--- config.mk ---
export PLATFORM = sky130hd
export DESIGN_NAME = seq_detector_param_flat
export DESIGN_NICKNAME = d
export VERILOG_FILES = /design/src/rtl/seq_detector_param_pkg.sv /design/src/rtl/seq_detector_param_if.sv /design/src/rtl/seq_detector_param_sat_counter.sv /design/src/rtl/seq_detector_param.sv /design/src/flat_wrapper.sv
export SDC_FILE = /design/constraint.sdc
export NUM_CORES = 1
export LEC_CHECK = 0
export ABC_AREA = 1
export CAP_MARGIN = 20
export CORE_MARGIN = 3
export CORE_UTILIZATION = 46
export DETAILED_ROUTE_END_ITERATION = 12
export PLACE_DENSITY = 0.83
export SETUP_SLACK_MARGIN = 0.4
export SYNTH_ARGS = -nofsm -noshare
export SYNTH_HDL_FRONTEND = slang
export SYNTH_SLANG_ARGS = --single-unit
--- constraint.sdc ---
create_clock -name clk -period 1.4 [get_ports clk]
set_input_delay 0.21 -clock clk [delete_from_list [all_inputs] [get_ports clk]]
set_output_delay 0.21 -clock clk [all_outputs]
set_load 0.005 [all_outputs]
--- src/rtl/seq_detector_param_pkg.sv ---
// Shared definitions for the parametrised serial pattern detector.
// Latency: n/a (types and constants only).
// Backpressure: n/a.
// Contents: FSM state encoding, match-pulse levels, fill-counter width helper.

`ifndef SEQ_DETECTOR_PARAM_DEFS
`define SEQ_DETECTOR_PARAM_DEFS
`define SEQ_FOUND    1'b1
`define SEQ_NOTFOUND 1'b0
`endif

package seq_detector_param_pkg;

  typedef enum logic [1:0] {
    IDLE   = 2'b00,
    FILL   = 2'b01,
    DETECT = 2'b10
  } state_e;

  localparam logic FOUND    = `SEQ_FOUND;
  localparam logic NOTFOUND = `SEQ_NOTFOUND;

  // Bits needed to count 0..n accepted bits inclusive.
  function automatic int fill_width(input int n);
    return $clog2(n + 1);
  endfunction

endpackage

--- src/rtl/seq_detector_param_if.sv ---
// Bundle of detector stimulus and result signals.
// Latency: n/a (wiring only).
// Backpressure: none; x is qualified by x_valid and always accepted.
// master drives x/x_valid/pat_in/pat_load/count_clr; slave drives y/match_count/state.

interface seq_detector_param_if #(
  parameter int N     = 4,
  parameter int CNT_W = 8
) ();
  logic             x;
  logic             x_valid;
  logic [N-1:0]     pat_in;
  logic             pat_load;
  logic             count_clr;
  logic             y;
  logic [CNT_W-1:0] match_count;
  logic [1:0]       state;

  modport master (
    output x, x_valid, pat_in, pat_load, count_clr,
    input  y, match_count, state
  );

  modport slave (
    input  x, x_valid, pat_in, pat_load, count_clr,
    output y, match_count, state
  );
endinterface

--- src/rtl/seq_detector_param_sat_counter.sv ---
// Saturating up-counter with synchronous clear that wins over increment.
// Latency: 1 cycle from inc/clr to q.
// Backpressure: none; increments beyond all-ones are dropped.
// Ports: clk, reset (async active-high), clr, inc, q[W-1:0].

module sat_counter #(
  parameter int W = 8
) (
  input  logic         clk,
  input  logic         reset,
  input  logic         clr,
  input  logic         inc,
  output logic [W-1:0] q
);

  logic [W-1:0] cnt_q;

  always_ff @(posedge clk or posedge reset) begin
    if (reset) begin
      cnt_q <= '0;
    end else if (clr) begin
      cnt_q <= '0;
    end else if (inc && (cnt_q != {W{1'b1}})) begin
      cnt_q <= cnt_q + W'(1);
    end
  end

  assign q = cnt_q;

endmodule

--- src/rtl/seq_detector_param.sv ---
// Serial N-bit pattern detector with run-time pattern load and saturating match count.
// Latency: y pulses the cycle after the edge that accepted the final pattern bit.
// Backpressure: none; every x_valid bit is consumed (pat_load discards a coincident bit).
// Ports: clk, reset (async active-high), bus (slave modport: x, x_valid, pat_in,
//        pat_load, count_clr in; y, match_count, state out).

module seq_detector_param
  import seq_detector_param_pkg::*;
#(
  parameter int N       = 4,
  parameter int CNT_W   = 8,
  parameter int OVERLAP = 1
) (
  input  logic                 clk,
  input  logic                 reset,
  seq_detector_param_if.slave  bus
);

  localparam int             FW        = fill_width(N);
  localparam logic [FW-1:0]  FILL_FULL = FW'(N);

  state_e          state_q, state_d;
  logic [N-1:0]    pat_q, pat_d;
  logic [N-1:0]    hist_q, hist_d;
  logic [FW-1:0]   fill_q, fill_d;
  logic            y_q, y_d;
  logic            cnt_inc;
  logic            load_clr;

  // Candidate values if the current bit is accepted.
  logic [N-1:0]    hist_sh;
  logic [FW-1:0]   fill_nx;
  logic            match;

  assign hist_sh = {hist_q[N-2:0], bus.x};
  assign fill_nx = (fill_q == FILL_FULL) ? FILL_FULL : fill_q + FW'(1);
  assign match   = (hist_sh == pat_q) && (fill_nx == FILL_FULL);

  // Next-state and datapath update.
  always_comb begin
    state_d  = state_q;
    pat_d    = pat_q;
    hist_d   = hist_q;
    fill_d   = fill_q;
    y_d      = NOTFOUND;
    cnt_inc  = 1'b0;
    load_clr = 1'b0;

    case (state_q)
      IDLE, FILL, DETECT: begin
        if (bus.pat_load) begin
          // Load restarts detection from any legal state; a coincident bit is dropped.
          state_d  = FILL;
          pat_d    = bus.pat_in;
          hist_d   = '0;
          fill_d   = '0;
          load_clr = 1'b1;
        end else if (bus.x_valid && (state_q != IDLE)) begin
          hist_d = hist_sh;
          fill_d = fill_nx;
          if (fill_nx == FILL_FULL) begin
            state_d = DETECT;
          end
          if (match) begin
            y_d     = FOUND;
            cnt_inc = 1'b1;
            if (OVERLAP == 0) begin
              // Non-overlapping: next match must be built from N fresh bits.
              hist_d  = '0;
              fill_d  = '0;
              state_d = FILL;
            end
          end
        end
      end
      default: begin
        state_d = IDLE;
      end
    endcase
  end

  // State register.
  always_ff @(posedge clk or posedge reset) begin
    if (reset) begin
      state_q <= IDLE;
    end else begin
      state_q <= state_d;
    end
  end

  // Pattern, history and fill registers.
  always_ff @(posedge clk or posedge reset) begin
    if (reset) begin
      pat_q  <= '0;
      hist_q <= '0;
      fill_q <= '0;
    end else begin
      pat_q  <= pat_d;
      hist_q <= hist_d;
      fill_q <= fill_d;
    end
  end

  // Registered match pulse.
  always_ff @(posedge clk or posedge reset) begin
    if (reset) begin
      y_q <= NOTFOUND;
    end else begin
      y_q <= y_d;
    end
  end

  sat_counter #(
    .W (CNT_W)
  ) u_match_cnt (
    .clk   (clk),
    .reset (reset),
    .clr   (bus.count_clr | load_clr),
    .inc   (cnt_inc),
    .q     (bus.match_count)
  );

  assign bus.y     = y_q;
  assign bus.state = state_q;

endmodule

--- src/flat_wrapper.sv ---
// flat-port wrapper written by rule: the top's interface ports become plain ports
module seq_detector_param_flat import seq_detector_param_pkg::*;
#(
  parameter int N       = 4,
  parameter int CNT_W   = 8,
  parameter int OVERLAP = 1
)
  (clk, reset, bus_x, bus_x_valid, bus_pat_in, bus_pat_load, bus_count_clr, bus_y, bus_match_count, bus_state);
  seq_detector_param_if #(.N(N), .CNT_W(CNT_W)) bus_i ();
  input  logic clk;
  input  logic reset;
  input wire logic [$bits(bus_i.x)-1:0] bus_x;
  input wire logic [$bits(bus_i.x_valid)-1:0] bus_x_valid;
  input wire logic [$bits(bus_i.pat_in)-1:0] bus_pat_in;
  input wire logic [$bits(bus_i.pat_load)-1:0] bus_pat_load;
  input wire logic [$bits(bus_i.count_clr)-1:0] bus_count_clr;
  output wire logic [$bits(bus_i.y)-1:0] bus_y;
  output wire logic [$bits(bus_i.match_count)-1:0] bus_match_count;
  output wire logic [$bits(bus_i.state)-1:0] bus_state;
  assign bus_i.x = bus_x;
  assign bus_i.x_valid = bus_x_valid;
  assign bus_i.pat_in = bus_pat_in;
  assign bus_i.pat_load = bus_pat_load;
  assign bus_i.count_clr = bus_count_clr;
  assign bus_y = bus_i.y;
  assign bus_match_count = bus_i.match_count;
  assign bus_state = bus_i.state;
  seq_detector_param #(.N(N), .CNT_W(CNT_W), .OVERLAP(OVERLAP)) u_core (.clk(clk), .reset(reset), .bus(bus_i));
endmodule
==> Flow_metrics.wiki, run 1 <==
{| class="wikitable"
! Metric !! Value
|-
| Post-CTS clock slew at the launch and capture registers of the worst setup and hold paths || roughly 0.13 ns
|-
| Max-slew violation total from the final report || 0
|-
| Worst-case setup margin in the final layout || -0.152 ns
|-
| Number of warnings reported in the yosys synthesis log || 0
|-
| Area fraction in compound gates after synthesis || 0.0643
|-
| Setup violators final || 11
|-
| Initial antenna violation count || 0
|-
| Net Count, Synth || about 160
|-
| Maximum ir drop on the vdd rail || 657 µV
|-
| Clk sink count || 21
|-
| Remaining routing DRC violations || 0
|-
| Dominant cell by count in the synthesized netlist || sky130_fd_sc_hd__nand2_1
|-
| Area taken by multi-input logic gates || ~740 µm²
|-
| Via Count || 1336
|-
| Largest fanout on the critical path || 4
|-
| Post-Synth XOR/XNOR Area || 0.0369
|-
| Core area || 2320 µm²
|-
| TritonCTS clock tree || yes
|-
| Result of the run || finished, violations left
|-
| Flop and latch count out of synthesis || 21
|-
| Synth unique cells || 19
|-
| Portion of the post-synthesis area used by sequential elements || 0.443
|-
| CP required || around 1.7 ns
|-
| Power density over cell area || 627 nW/µm²
|-
| Half-perimeter wire length after placement || ~2 mm
|-
| Count of endpoints failing hold in the final timing report || 0
|-
| Slew HR || 0.666
|-
| Placer Congestion || just under 0.8
|-
| ANT cells || 0
|-
| Chip Height || ~57 µm
|-
| Final Hold Slack || ~0.22 ns
|-
| Netlist area before placement || approximately 1200 µm²
|-
| Post-synthesis mux area share || 0
|-
| Clock Root Buffer || sky130_fd_sc_hd__clkbuf_4
|-
| Total Die Area || ~3200 µm²
|-
| Area fraction in and, or, nand and nor cells after synthesis || 0.341
|-
| Commonest cells in the synthesized netlist || 40 x sky130_fd_sc_hd__nand2_1, 21 x sky130_fd_sc_hd__dfrtp_1, 19 x sky130_fd_sc_hd__inv_1
|-
| Total CTS buffers || 3
|-
| Max-Cap Viols || 0
|-
| P&R area growth vs syn || 71.8%
|-
| Leakage power of the design || a little over 1 nW
|-
| Violations in the final reports || negative setup slack
|-
| Global Route met2 Usage || 0.386
|-
| DP Worst Slack || -0.180 ns
|-
| Min-delay worst type || primary input to asynchronous set/reset pin
|-
| Cell accounting for the most synthesized area || sky130_fd_sc_hd__dfrtp_1
|-
| Grt ovf || 0
|-
| Power after layout || between 1 and 1.5 mW
|-
| Average cell area after synthesis || roughly 8 µm²
|-
| Port-buffer cells || 20
|-
| Sort of element at the start of the critical path || flip-flop
|-
| Pin count of the biggest net entering global routing || 22
|-
| Combinational family with the most area after synthesis || simple AND/OR/NAND/NOR gates
|-
| Maximum level of the CTS H-tree || 1
|-
| Net count reported at finish || 230
|-
| Top-level I/O count || 21
|-
| Met3 routing resource usage after global routing || 0.0414
|-
| Share of synthesized registers carrying an async set or reset || 1.00
|-
| Starting DRT DRC Count || just under 70
|-
| Layout cells sized above 1 || 0.500
|-
| Commonest register cell after synthesis || sky130_fd_sc_hd__dfrtp_1
|-
| Met1 Usage GRT || 0.302
|-
| Vias in the first global route || around 1200
|-
| Arrival @ worst endpoint || 1.81 ns
|-
| Post-layout minimum cycle time || around 1.6 ns
|-
| Number of synthesized flops with an enable pin || 0
|-
| Fillers || a little over 100
|-
| Most area-consuming cells after synthesis || sky130_fd_sc_hd__dfrtp_1 44%, sky130_fd_sc_hd__nand2_1 13%, sky130_fd_sc_hd__nand3_1 6.3%
|-
| Global-route wire length before repair || between 5 and 6 mm
|-
| DIE WIDTH || approximately 57 µm
|-
| Largest buffer count on any clock path || 2
|-
| Vias per inst || between 5 and 6
|-
| Final standard cell count with taps included and fillers excluded || ~240
|-
| Ratio of final minimum period to clock period || 1.11
|-
| Synth top area share || 0.443
|-
| GRT Resource Usage Total || 0.234
|-
| Routed length per placed instance || roughly 17 µm
|-
| TritonRoute pass-1 iters || 4
|-
| Category of the critical setup timing path || flip-flop to flip-flop
|-
| Final WL || 4.06 mm
|-
| Pin slew with the least headroom to its limit || around 0.50 ns
|-
| Placed insts || 210
|-
| Clk Latency, worst-skew pair || around 0.32 ns
|-
| Global route hottest layer || met2
|-
| Initial core utilization || 0.512
|-
| Num rows || 17
|-
| Setup repair after global routing missed its margin || true
|-
| F_max || between 600 and 700 MHz
|-
| Critical Path End Type || flip-flop
|-
| Cells after synthesis || 149
|-
| Clock skew || between 0.008 and 0.009 ns
|-
| Fraction of the mapped netlist area in adder cells || 0.0316
|-
| Sequential cell area || between 500 and 600 µm²
|-
| Antenna-violating nets left || 0
|}
## metrics by stage
stage	TNS (ns)	area [µm²]	utilization
global route	-1.80	2040	0.880
detailed placement	-1.37	1590	0.686
floorplan	0	1250	-
finish	-0.971	2040	0.880
CTS	-0.253	1870	0.807
global placement	-0.912	1590	0.686
## power breakdown
group	internal, mW	switching, mW
logic	0.152	0.165
registers	0.631	0.0194
clock network	0.111	0.201
## cell families after synthesis
family	count (synthesis)
AND/OR/NAND/NOR	80
buffers and inverters	26
flip-flops	21
AO/OA/AOI/OAI	14
XOR/XNOR	5
adder cells (fa/ha/maj)	3
## timing repair
action	in CTS	in global routing
endpoints found under the hold margin	0	0
buffers inserted	17	13
resized for setup	83	24
endpoints found under the setup margin	32	32
hold buffers	0	0
pin swaps	8	9
## layout make-up
| class | count | area share |
|---|---|---|
| multi-input combinational | 102 | 0.363 |
| timing repair buffer | 64 | 0.297 |
| sequential | 21 | 0.259 |
| inverter | 25 | 0.0509 |
| tap | 28 | 0.0172 |
| clock buffer | 4 | 0.0129 |
## metal layers
layer  routed length [µm]  up-vias
li1                     -      621
met1                 1570      622
met2                 2090       87
met3                  351        6
met4                   50        0
met5                    0        -
## layout by cell type (no fill, tap or decap)
| master | Yosys | routed |
|---|---|---|
| sky130_fd_sc_hd__nor2_1 | 9 | 7 |
| sky130_fd_sc_hd__inv_1 | 19 | 16 |
| sky130_fd_sc_hd__o21ai_1 | 1 | 1 |
| sky130_fd_sc_hd__dfrtp_2 | 0 | 2 |
| sky130_fd_sc_hd__inv_2 | 5 | 7 |
| sky130_fd_sc_hd__nand2_2 | 0 | 9 |
| sky130_fd_sc_hd__ha_2 | 0 | 1 |
| sky130_fd_sc_hd__clkinv_4 | 0 | 1 |
| sky130_fd_sc_hd__clkbuf_1 | 0 | 1 |
| sky130_fd_sc_hd__nor2_2 | 0 | 1 |
| sky130_fd_sc_hd__clkdlybuf4s50_1 | 0 | 9 |
| sky130_fd_sc_hd__nand3_1 | 15 | 6 |
| sky130_fd_sc_hd__o21ai_0 | 7 | 1 |
| sky130_fd_sc_hd__nor2_4 | 4 | 5 |
| sky130_fd_sc_hd__buf_2 | 1 | 4 |
| sky130_fd_sc_hd__nand2_4 | 0 | 2 |
| sky130_fd_sc_hd__xnor2_1 | 1 | 1 |
| sky130_fd_sc_hd__dfrtp_1 | 21 | 19 |
| sky130_fd_sc_hd__o22ai_2 | 0 | 1 |
| sky130_fd_sc_hd__nand3_2 | 1 | 8 |
| sky130_fd_sc_hd__nand2_1 | 40 | 29 |
| sky130_fd_sc_hd__clkbuf_4 | 0 | 3 |
| sky130_fd_sc_hd__clkbuf_2 | 0 | 1 |
| sky130_fd_sc_hd__ha_4 | 0 | 1 |
| sky130_fd_sc_hd__xor2_1 | 4 | 4 |
| sky130_fd_sc_hd__ha_1 | 3 | 1 |
| sky130_fd_sc_hd__nand4_1 | 9 | 9 |
| sky130_fd_sc_hd__buf_4 | 0 | 25 |
| sky130_fd_sc_hd__buf_8 | 0 | 1 |
| sky130_fd_sc_hd__inv_6 | 0 | 1 |
| sky130_fd_sc_hd__o21ai_4 | 0 | 2 |
| sky130_fd_sc_hd__buf_6 | 0 | 22 |
| sky130_fd_sc_hd__o22ai_1 | 5 | 4 |
| sky130_fd_sc_hd__a21oi_4 | 0 | 1 |
| sky130_fd_sc_hd__nand3_4 | 2 | 4 |
| sky130_fd_sc_hd__o21ai_2 | 0 | 4 |
| sky130_fd_sc_hd__buf_12 | 0 | 2 |
## critical path: stages, from the launching register on
cell and delay [ns]:
sky130_fd_sc_hd__dfrtp_1 0.42, sky130_fd_sc_hd__inv_2 0.09, sky130_fd_sc_hd__ha_4 0.21, sky130_fd_sc_hd__o21ai_4 0.14
sky130_fd_sc_hd__nand3_4 0.13, sky130_fd_sc_hd__nor2_4 0.16, sky130_fd_sc_hd__buf_4 0.14, sky130_fd_sc_hd__nand4_1 0.09
sky130_fd_sc_hd__nand2_1 0.12
## sequential cells by signal (all words and copies together), names as in the netlist
| register | count |
|---|---|
| u_core.u_match_cnt.q | 8 |
| u_core.fill_q | 3 |
| u_core.bus.y | 1 |
| u_core.pat_q | 4 |
| u_core.hist_q | 3 |
| u_core.bus.state | 2 |
## path summary, 6_finish.rpt
path	slack, ns	start	cells past startpoint	endpoint
worst min-delay path	0.22	reset	3	u_core.u_match_cnt.q[1]
max in group asynchronous	0.94	reset	3	u_core.u_match_cnt.q[7]
worst max-delay path	-0.15	u_core.fill_q[1]	8	u_core.u_match_cnt.q[2]
min in group clk	0.43	bus_pat_in[2]	3	u_core.pat_q[2]
worst max register to register	-0.15	u_core.fill_q[1]	8	u_core.u_match_cnt.q[2]
worst min register to register	0.57	u_core.pat_q[2]	2	u_core.pat_q[2]
(Power assumes the default switching activity.)
==> run 2, diff against run 1 <==
- ABC_AREA: 1 -> default
==> run 2 against run 1 <==
Sequential share of layout area up 0.99 points. Global-route usage increased by 0.72 points. Sequential power fell by 0.8%. The run still ends with negative setup slack left. Total power fell by 6.5%. Critical endpoint is now u_core.u_match_cnt.q[3]. Area after synthesis shrank 4.6%. Clock skew up 0.0047 ns. Non-clock buffer count is 4 higher. Worst hold slack lost 0.017 ns. Largest power group unchanged. Via count shrank 11%. Flip-flop and latch count stayed put. Register-to-register slack worse by 0.50 ns. Critical path depth is the same.
==> Flow_metrics.wiki, run 2 <==
{| class="wikitable"
! Metric !! Value
|-
| Result of the run || finished, violations left (unchanged)
|-
| Violations in the final reports || negative setup slack (unchanged)
|-
| Port-buffer cells || 20 (unchanged)
|-
| Share of synthesized registers carrying an async set or reset || 1.00 (unchanged)
|-
| Net count reported at finish || 196 (was 230)
|-
| DIE WIDTH || 55.6 µm (was 56.8 µm)
|-
| M1 wire length || 1.37 mm (was 1.57 mm)
|-
| Vias in the first global route || 1269 (was 1227)
|-
| Post-synthesis mux area share || 0.0398 (was 0)
|-
| Number of synthesized flops with an enable pin || 0 (unchanged)
|-
| Clk sink count || 21 (unchanged)
|-
| Initial core utilization || 0.498 (was 0.512)
|-
| Cell accounting for the most synthesized area || sky130_fd_sc_hd__dfrtp_1 (unchanged)
|-
| Power after layout || 1.20 mW (was 1.28 mW)
|-
| Ratio of final minimum period to clock period || 1.47 (was 1.11)
|-
| Final standard cell count with taps included and fillers excluded || 210 (was 244)
|-
| ANT cells || 0 (unchanged)
|-
| Maximum ir drop on the vdd rail || 702 µV (was 657 µV)
|-
| Setup TNS after final layout || -6.57 ns (was -0.971 ns)
|-
| GRT Resource Usage Total || 0.242 (was 0.234)
|-
| Max reg flops || 8 (unchanged)
|-
| Clock skew || 0.0128 ns (was 0.00817 ns)
|-
| Largest buffer count on any clock path || 2 (unchanged)
|-
| Initial antenna violation count || 0 (unchanged)
|-
| Final Hold Slack || 0.208 ns (was 0.225 ns)
|-
| Via Count || 1189 (was 1336)
|-
| Net Count, Synth || 126 (was 162)
|-
| F_max || 487 MHz (was 644 MHz)
|-
| Commonest register cell after synthesis || sky130_fd_sc_hd__dfrtp_1 (unchanged)
|-
| Critical Path End Type || flip-flop (unchanged)
|-
| Uppermost routed layer || met4 (unchanged)
|-
| Sort of element at the start of the critical path || flip-flop (unchanged)
|-
| Cells after synthesis || 113 (was 149)
|-
| Most common cell after layout, fill and taps aside || sky130_fd_sc_hd__buf_6 (was sky130_fd_sc_hd__nand2_1)
|-
| Max-slew violation total from the final report || 0 (unchanged)
|-
| Setup repair after global routing missed its margin || true (unchanged)
|-
| Worst-case setup margin in the final layout || -0.653 ns (was -0.152 ns)
|-
| Half-perimeter wire length after placement || 2.17 mm (was 1.96 mm)
|-
| Number of warnings reported in the yosys synthesis log || 0 (unchanged)
|-
| Synth top area share || 0.464 (was 0.443)
|-
| Category of the critical setup timing path || flip-flop to flip-flop (unchanged)
|-
| Commonest cells in the synthesized netlist || 21 x sky130_fd_sc_hd__dfrtp_1, 13 x sky130_fd_sc_hd__a21oi_1, 8 x sky130_fd_sc_hd__nand2_1 (was 40 x sky130_fd_sc_hd__nand2_1, 21 x sky130_fd_sc_hd__dfrtp_1, 19 x sky130_fd_sc_hd__inv_1)
|-
| DP Worst Slack || -0.668 ns (was -0.180 ns)
|-
| Leakage power of the design || 0.864 nW (was 1.03 nW)
|-
| Vias per inst || 5.66 (was 5.48)
|-
| Grt ovf || 0 (unchanged)
|-
| Flop and latch count out of synthesis || 21 (unchanged)
|-
| Average cell area after synthesis || 10.0 µm² (was 7.97 µm²)
|-
| DR WL met3 || 124 µm (was 351 µm)
|-
| Total Die Area || 3090 µm² (was 3230 µm²)
|-
| Most used cells in the layout excluding fill and tap cells || 29 x sky130_fd_sc_hd__buf_6, 27 x sky130_fd_sc_hd__buf_4, 19 x sky130_fd_sc_hd__dfrtp_1 (was 29 x sky130_fd_sc_hd__nand2_1, 25 x sky130_fd_sc_hd__buf_4, 22 x sky130_fd_sc_hd__buf_6)
|-
| Routed met2 length || 1.96 mm (was 2.09 mm)
|-
| Global-route wire length before repair || 5.80 mm (was 5.89 mm)
|-
| Total CTS buffers || 3 (unchanged)
|-
| Arrival @ worst endpoint || 2.27 ns (was 1.81 ns)
|-
| Min-delay worst type || primary input to asynchronous set/reset pin (unchanged)
|-
| Largest fanout on the critical path || 8 (was 4)
|-
| Dominant cell by count in the synthesized netlist || sky130_fd_sc_hd__dfrtp_1 (was sky130_fd_sc_hd__nand2_1)
|-
| Top-level I/O count || 21 (unchanged)
|-
| Power density over cell area || 609 nW/µm² (was 627 nW/µm²)
|-
| Chip Height || 55.6 µm (was 56.8 µm)
|-
| Post-layout minimum cycle time || 2.05 ns (was 1.55 ns)
|-
| TritonRoute pass-1 iters || 5 (was 4)
|-
| Post-CTS clock slew at the launch and capture registers of the worst setup and hold paths || 0.13 ns (about the same)
|-
| Count of endpoints failing hold in the final timing report || 0 (unchanged)
|-
| Final WL || 3.53 mm (was 4.06 mm)
|-
| Area fraction in compound gates after synthesis || 0.160 (was 0.0643)
|-
| P&R area growth vs syn || 73.5% (was 71.8%)
|-
| Combinational family with the most area after synthesis || simple AND/OR/NAND/NOR gates (unchanged)
|-
| Synth unique cells || 40 (was 19)
|-
| Layout cells sized above 1 || 0.527 (was 0.500)
|-
| Clk Latency, worst-skew pair || 0.33 ns (was 0.32 ns)
|-
| Antenna-violating nets left || 0 (unchanged)
|-
| Routed length per placed instance || 16.8 µm (was 16.6 µm)
|-
| Max-Cap Viols || 0 (unchanged)
|-
| Placed insts || 189 (was 210)
|-
| Setup violators final || 16 (was 11)
|-
| Num rows || 17 (unchanged)
|-
| Starting DRT DRC Count || 45 (was 68)
|-
| Maximum level of the CTS H-tree || 1 (unchanged)
|-
| Area fraction in and, or, nand and nor cells after synthesis || 0.230 (was 0.341)
|-
| Most area-consuming cells after synthesis || sky130_fd_sc_hd__dfrtp_1 46%, sky130_fd_sc_hd__a21oi_1 5.7%, sky130_fd_sc_hd__mux2_2 4.0% (was sky130_fd_sc_hd__dfrtp_1 44%, sky130_fd_sc_hd__nand2_1 13%, sky130_fd_sc_hd__nand3_1 6.3%)
|-
| Slew HR || 0.780 (was 0.666)
|-
| Pin count of the biggest net entering global routing || 22 (unchanged)
|-
| Pin slew with the least headroom to its limit || 0.327 ns (was 0.500 ns)
|-
| Clock Root Buffer || sky130_fd_sc_hd__clkbuf_4 (unchanged)
|-
| Portion of the post-synthesis area used by sequential elements || 0.464 (was 0.443)
|-
| Fraction of the mapped netlist area in adder cells || 0.0331 (was 0.0316)
|-
| Netlist area before placement || 1130 µm² (was 1190 µm²)
|-
| CTS hold repair buffers || 0 (unchanged)
|-
| CP required || 1.62 ns (was 1.66 ns)
|-
| TritonCTS clock tree || yes (unchanged)
|-
| Post-Synth XOR/XNOR Area || 0.0387 (was 0.0369)
|-
| Placer Congestion || 0.786 (was 0.789)
|-
| Remaining routing DRC violations || 0 (unchanged)
|-
| Core area || 2280 µm² (was 2320 µm²)
|}
-- run 2: final timing paths --
path	startpoint	endpoint	slack, ns	cells past startpoint
setup / recovery	u_core.fill_q[0]	u_core.u_match_cnt.q[3]	-0.65	8
max in group asynchronous	reset	u_core.bus.state[0]	0.94	3
hold reg to reg	u_core.pat_q[3]	u_core.pat_q[3]	0.55	1
hold / removal	reset	u_core.hist_q[0]	0.21	3
min in group clk	bus_pat_in[1]	u_core.pat_q[1]	0.49	2
setup reg to reg	u_core.fill_q[0]	u_core.u_match_cnt.q[3]	-0.65	8
-- run 2: final cells by class --
class / count / area (µm²)
inverters: 7 / 26.3
clock buffers: 3 / 22.5
repair buffers: 68 / 634
flip-flops and latches: 21 / 528
multi-input cells: 82 / 713
clock inverters: 1 / 5.00
well taps: 28 / 35.0
fillers: 112 / 312
-- run 2: kinds of logic (layout without fill, tap and decap cells) --
kind of cell | count (synthesis) | in the layout
DFF | 21 | 21
xor gates and xnor gates | 5 | 5
adders and majority gates | 3 | 3
muxes | 4 | 4
buffers and inverters | 10 | 79
AOI/OAI and AO/OA | 28 | 28
and+or+nand+nor | 42 | 42
-- run 2: layer usage --
layer  vias up  track usage
met5         -            0
met4         0        0.128
met3         7       0.0232
met2        35        0.473
met1       594        0.246
li1        553            -
-- run 2: critical path, stage by stage (launching register included) --
cell and delay [ns]:
sky130_fd_sc_hd__dfrtp_1 0.44, sky130_fd_sc_hd__inv_2 0.09, sky130_fd_sc_hd__ha_4 0.20, sky130_fd_sc_hd__or3b_4 0.40, sky130_fd_sc_hd__a22oi_2 0.21, sky130_fd_sc_hd__nand3_4 0.17
sky130_fd_sc_hd__buf_6 0.16, sky130_fd_sc_hd__o31ai_4 0.19, sky130_fd_sc_hd__a21oi_2 0.10
-- run 2: through the flow --
stage          utilization  instance area, µm²
2_1_floorplan            -                1210
3_3_place_gp         0.725                1650
3_5_place_dp         0.725                1650
4_1_cts              0.843                1920
5_1_grt              0.863                1960
6_report             0.863                1960
-- run 2: report_power, final --
group	switching [mW]	internal (mW)	leakage (nW)	total (mW)
registers	0.0180	0.627	0.275	0.645
logic	0.105	0.131	0.572	0.236
clock network	0.207	0.107	0.0177	0.314
-- run 2: timing repair --
action / 4_1_cts / 5_1_grt
setup endpoints to repair: 32 / 32
gates resized for setup: 79 / 12
gates cloned: 0 / 0
pin swaps: 8 / 4
setup buffers: 14 / 3
==> run 3, diff against run 2 <==
- CTS_BUF_LIST: default -> sky130_fd_sc_hd__clkbuf_16
==> run 3 against run 2 <==
The flow still finishes with violations (negative setup slack). Via count increased by 15%. Utilization rose by 7.8 points. Clock skew decreased by 0.0079 ns. Final cell count is 4.3% higher. First-iteration DRC count increased by 76%. Sequential power up 0.6%.
==> Flow_metrics.wiki, run 3 (synthesis gave the netlist of run 2 again) <==
{| class="wikitable"
! Metric !! Value
|-
| Min-delay worst type || primary input to asynchronous set/reset pin (unchanged)
|-
| Stages on worst setup path || 7 (was 8)
|-
| Max-Cap Viols || 0 (unchanged)
|-
| Leakage power of the design || 0.953 nW (was 0.864 nW)
|-
| CTS hold repair buffers || 0 (unchanged)
|-
| Setup TNS after final layout || -12.22 ns (was -6.57 ns)
|-
| Setup repair after global routing missed its margin || true (unchanged)
|-
| Critical Path End Type || flip-flop (unchanged)
|-
| Routed length per placed instance || 22.0 µm (was 16.8 µm)
|-
| Placed insts || 189 (unchanged)
|-
| Final Core Density || 0.941 (was 0.863)
|-
| Vias in the first global route || 1231 (was 1269)
|-
| Ratio of final minimum period to clock period || 1.51 (was 1.47)
|-
| Pin count of the biggest net entering global routing || 22 (unchanged)
|-
| Initial antenna violation count || 0 (unchanged)
|-
| P&R area growth vs syn || 89.1% (was 73.5%)
|-
| Most used cells in the layout excluding fill and tap cells || 37 x sky130_fd_sc_hd__buf_6, 30 x sky130_fd_sc_hd__buf_4, 19 x sky130_fd_sc_hd__dfrtp_1 (was 29 x sky130_fd_sc_hd__buf_6, 27 x sky130_fd_sc_hd__buf_4, 19 x sky130_fd_sc_hd__dfrtp_1)
|-
| Area after detailed placement || 1650 µm² (unchanged)
|-
| Top Family by Delay on Critical Path || compound AO/OA/AOI/OAI gates (was simple AND/OR/NAND/NOR gates)
|-
| Max-slew violation total from the final report || 0 (unchanged)
|-
| Pin slew with the least headroom to its limit || 0.430 ns (was 0.327 ns)
|-
| Clock skew || 0.00495 ns (was 0.0128 ns)
|-
| Slew HR || 0.712 (was 0.780)
|-
| Post-layout minimum cycle time || 2.12 ns (was 2.05 ns)
|-
| Worst-case setup margin in the final layout || -0.715 ns (was -0.653 ns)
|-
| Antenna-violating nets left || 0 (unchanged)
|-
| Starting DRT DRC Count || 79 (was 45)
|-
| Result of the run || finished, violations left (unchanged)
|-
| Maximum ir drop on the vdd rail || 757 µV (was 702 µV)
|-
| Clk sink count || 21 (unchanged)
|-
| Category of the critical setup timing path || flip-flop to flip-flop (unchanged)
|-
| Clock Root Buffer || sky130_fd_sc_hd__clkbuf_16 (was sky130_fd_sc_hd__clkbuf_4)
|-
| R2R Path Start || u_core.fill_q[1] (was u_core.fill_q[0])
|-
| Num rows || 17 (unchanged)
|-
| Reg power frac || 0.419 (was 0.540)
|-
| Net count reported at finish || 205 (was 196)
|-
| Final standard cell count with taps included and fillers excluded || 219 (was 210)
|-
| Vias per inst || 6.23 (was 5.66)
|-
| Remaining routing DRC violations || 0 (unchanged)
|-
| Core area || 2280 µm² (unchanged)
|-
| Worst setup path end || u_core.u_match_cnt.q[4] (was u_core.u_match_cnt.q[3])
|-
| Total Die Area || 3090 µm² (unchanged)
|-
| Grt ovf || 0 (unchanged)
|-
| Largest buffer count on any clock path || 2 (unchanged)
|-
| Count of endpoints failing hold in the final timing report || 0 (unchanged)
|-
| DIE WIDTH || 55.6 µm (unchanged)
|-
| Initial core utilization || 0.498 (unchanged)
|-
| Cell-by-cell listing of the critical path || buf_4 -> ha_2 -> or3b_4 -> a22oi_2 -> nand3_4 -> o31ai_2 -> a21oi_1 (was inv_2 -> ha_4 -> or3b_4 -> a22oi_2 -> nand3_4 -> buf_6 -> o31ai_4 -> a21oi_2)
|-
| Setup violators final || 22 (was 16)
|-
| Design area || 2140 µm² (was 1960 µm²)
|-
| Global-route wire length before repair || 5.93 mm (was 5.80 mm)
|-
| Capture point of the worst reg-to-reg path || u_core.u_match_cnt.q[4] (was u_core.u_match_cnt.q[3])
|-
| Clk Latency, worst-skew pair || 0.26 ns (was 0.33 ns)
|-
| Internal || 1.16 mW (was 866 µW)
|-
| CP required || 1.53 ns (was 1.62 ns)
|-
| Power density over cell area || 724 nW/µm² (was 609 nW/µm²)
|-
| Violations in the final reports || negative setup slack (unchanged)
|-
| Port-buffer cells || 20 (unchanged)
|-
| Via Count || 1365 (was 1189)
|-
| Sort of element at the start of the critical path || flip-flop (unchanged)
|-
| Switching share of total power || 0.252 (was 0.276)
|-
| Largest fanout on the critical path || 8 (unchanged)
|-
| Max reg flops || 8 (unchanged)
|-
| Slowest Stage Delay on Critical Path || 0.40 ns (was 0.44 ns)
|-
| Placer Congestion || 0.786 (unchanged)
|-
| Half-perimeter wire length after placement || 2.17 mm (unchanged)
|-
| Max stage delay cell, worst path || sky130_fd_sc_hd__dfrtp_1 (unchanged)
|-
| Layout cells sized above 1 || 0.576 (was 0.527)
|-
| Reg2Reg Setup Slack || -0.72 ns (was -0.65 ns)
|-
| GRT Resource Usage Total || 0.247 (was 0.242)
|-
| Clock power share || 0.405 (was 0.263)
|-
| ANT cells || 0 (unchanged)
|-
| Post-CTS clock slew at the launch and capture registers of the worst setup and hold paths || 0.06 ns (was 0.13 ns)
|-
| Switching power || 390 µW (was 330 µW)
|-
| Length in cells of the worst reg-to-reg path || 7 (was 8)
|-
| Total CTS buffers || 3 (unchanged)
|-
| TritonRoute pass-1 iters || 5 (unchanged)
|-
| Startpoint of the most critical setup path || u_core.fill_q[1] (was u_core.fill_q[0])
|-
| Top-level I/O count || 21 (unchanged)
|-
| Buffers plus inverters on the worst setup path || 1 (was 2)
|-
| TritonCTS clock tree || yes (unchanged)
|-
| F_max || 473 MHz (was 487 MHz)
|-
| Maximum level of the CTS H-tree || 1 (unchanged)
|-
| Most common cell after layout, fill and taps aside || sky130_fd_sc_hd__buf_6 (unchanged)
|-
| Arrival @ worst endpoint || 2.25 ns (was 2.27 ns)
|-
| Chip Height || 55.6 µm (unchanged)
|-
| Power after layout || 1.55 mW (was 1.20 mW)
|-
| Fillers || 65 (was 112)
|-
| Logic gate share of total power || 0.177 (was 0.197)
|-
| Final WL || 4.81 mm (was 3.53 mm)
|}
-- run 3: cell types whose count changed in the layout (fill, tap and decap cells not counted), sizes merged --
cell | previous run | this run
buf | 57 | 68
clkbuf | 5 | 3
-- run 3: how the worst min path moves through the flow --
| stage | slack [ns] | endpoint | startpoint | cells past startpoint |
|---|---|---|---|---|
| global route | 0.34 | u_core.fill_q[1] | reset | 3 |
| global placement | 0.50 | u_core.fill_q[1] | u_core.fill_q[1] | 1 |
| detailed placement | 0.51 | u_core.fill_q[1] | u_core.fill_q[1] | 1 |
| floorplan | 0.19 | u_core.bus.state[0] | reset | 1 |
| finish | 0.33 | u_core.fill_q[1] | reset | 3 |
| CTS | 0.30 | u_core.hist_q[0] | reset | 3 |
-- run 3: repair_timing --
item	CTS	global route
setup endpoints to repair	32	31
setup buffers	15	11
resized for setup	82	24
pin swaps	10	11
-- run 3: metal layers --
metal,GRT usage,vias to the layer above,part of all wire
li1,-,571,-
met1,0.264,688,0.39
met2,0.458,86,0.49
met3,0.0394,20,0.082
met4,0.132,0,0.037
met5,0,-,0
-- run 3: area by class of cell --
type,instances,area (µm²),share of cell area
Multi-Input combinational cell,82,734,0.343
Tap cell,28,35.0,0.0164
Clock inverter,1,5.00,0.00234
Sequential cell,21,528,0.247
Clock buffer,3,75.1,0.0351
Timing Repair Buffer,77,737,0.344
Inverter,7,26.3,0.0123
-- run 3: through the flow --
stage                     setup WS [ns]  hold slack, ns
final                            -0.715           0.332
after global routing             -0.813           0.344
after CTS                        -0.640           0.301
after detailed placement         -0.668           0.513
after global placement           -0.605           0.504
after floorplan                  -0.537           0.186
-- run 3: power groups by stage --
stage          combinational [mW]  sequential, mW  clock, mW
2_1_floorplan               0.105           0.653          0
3_3_place_gp                0.183           0.654          0
3_5_place_dp                0.194           0.655          0
4_1_cts                     0.231           0.645      0.617
5_1_grt                     0.287           0.650      0.659
6_report                    0.274           0.649      0.628
-- run 3: worst register-to-register path, stage by stage, from the launching register on --
cell                      delay (ns)
sky130_fd_sc_hd__dfrtp_1        0.40
sky130_fd_sc_hd__buf_4          0.15
sky130_fd_sc_hd__ha_2           0.17
sky130_fd_sc_hd__or3b_4         0.38
sky130_fd_sc_hd__a22oi_2        0.23
sky130_fd_sc_hd__nand3_4        0.19
sky130_fd_sc_hd__o31ai_2        0.35
sky130_fd_sc_hd__a21oi_1        0.13
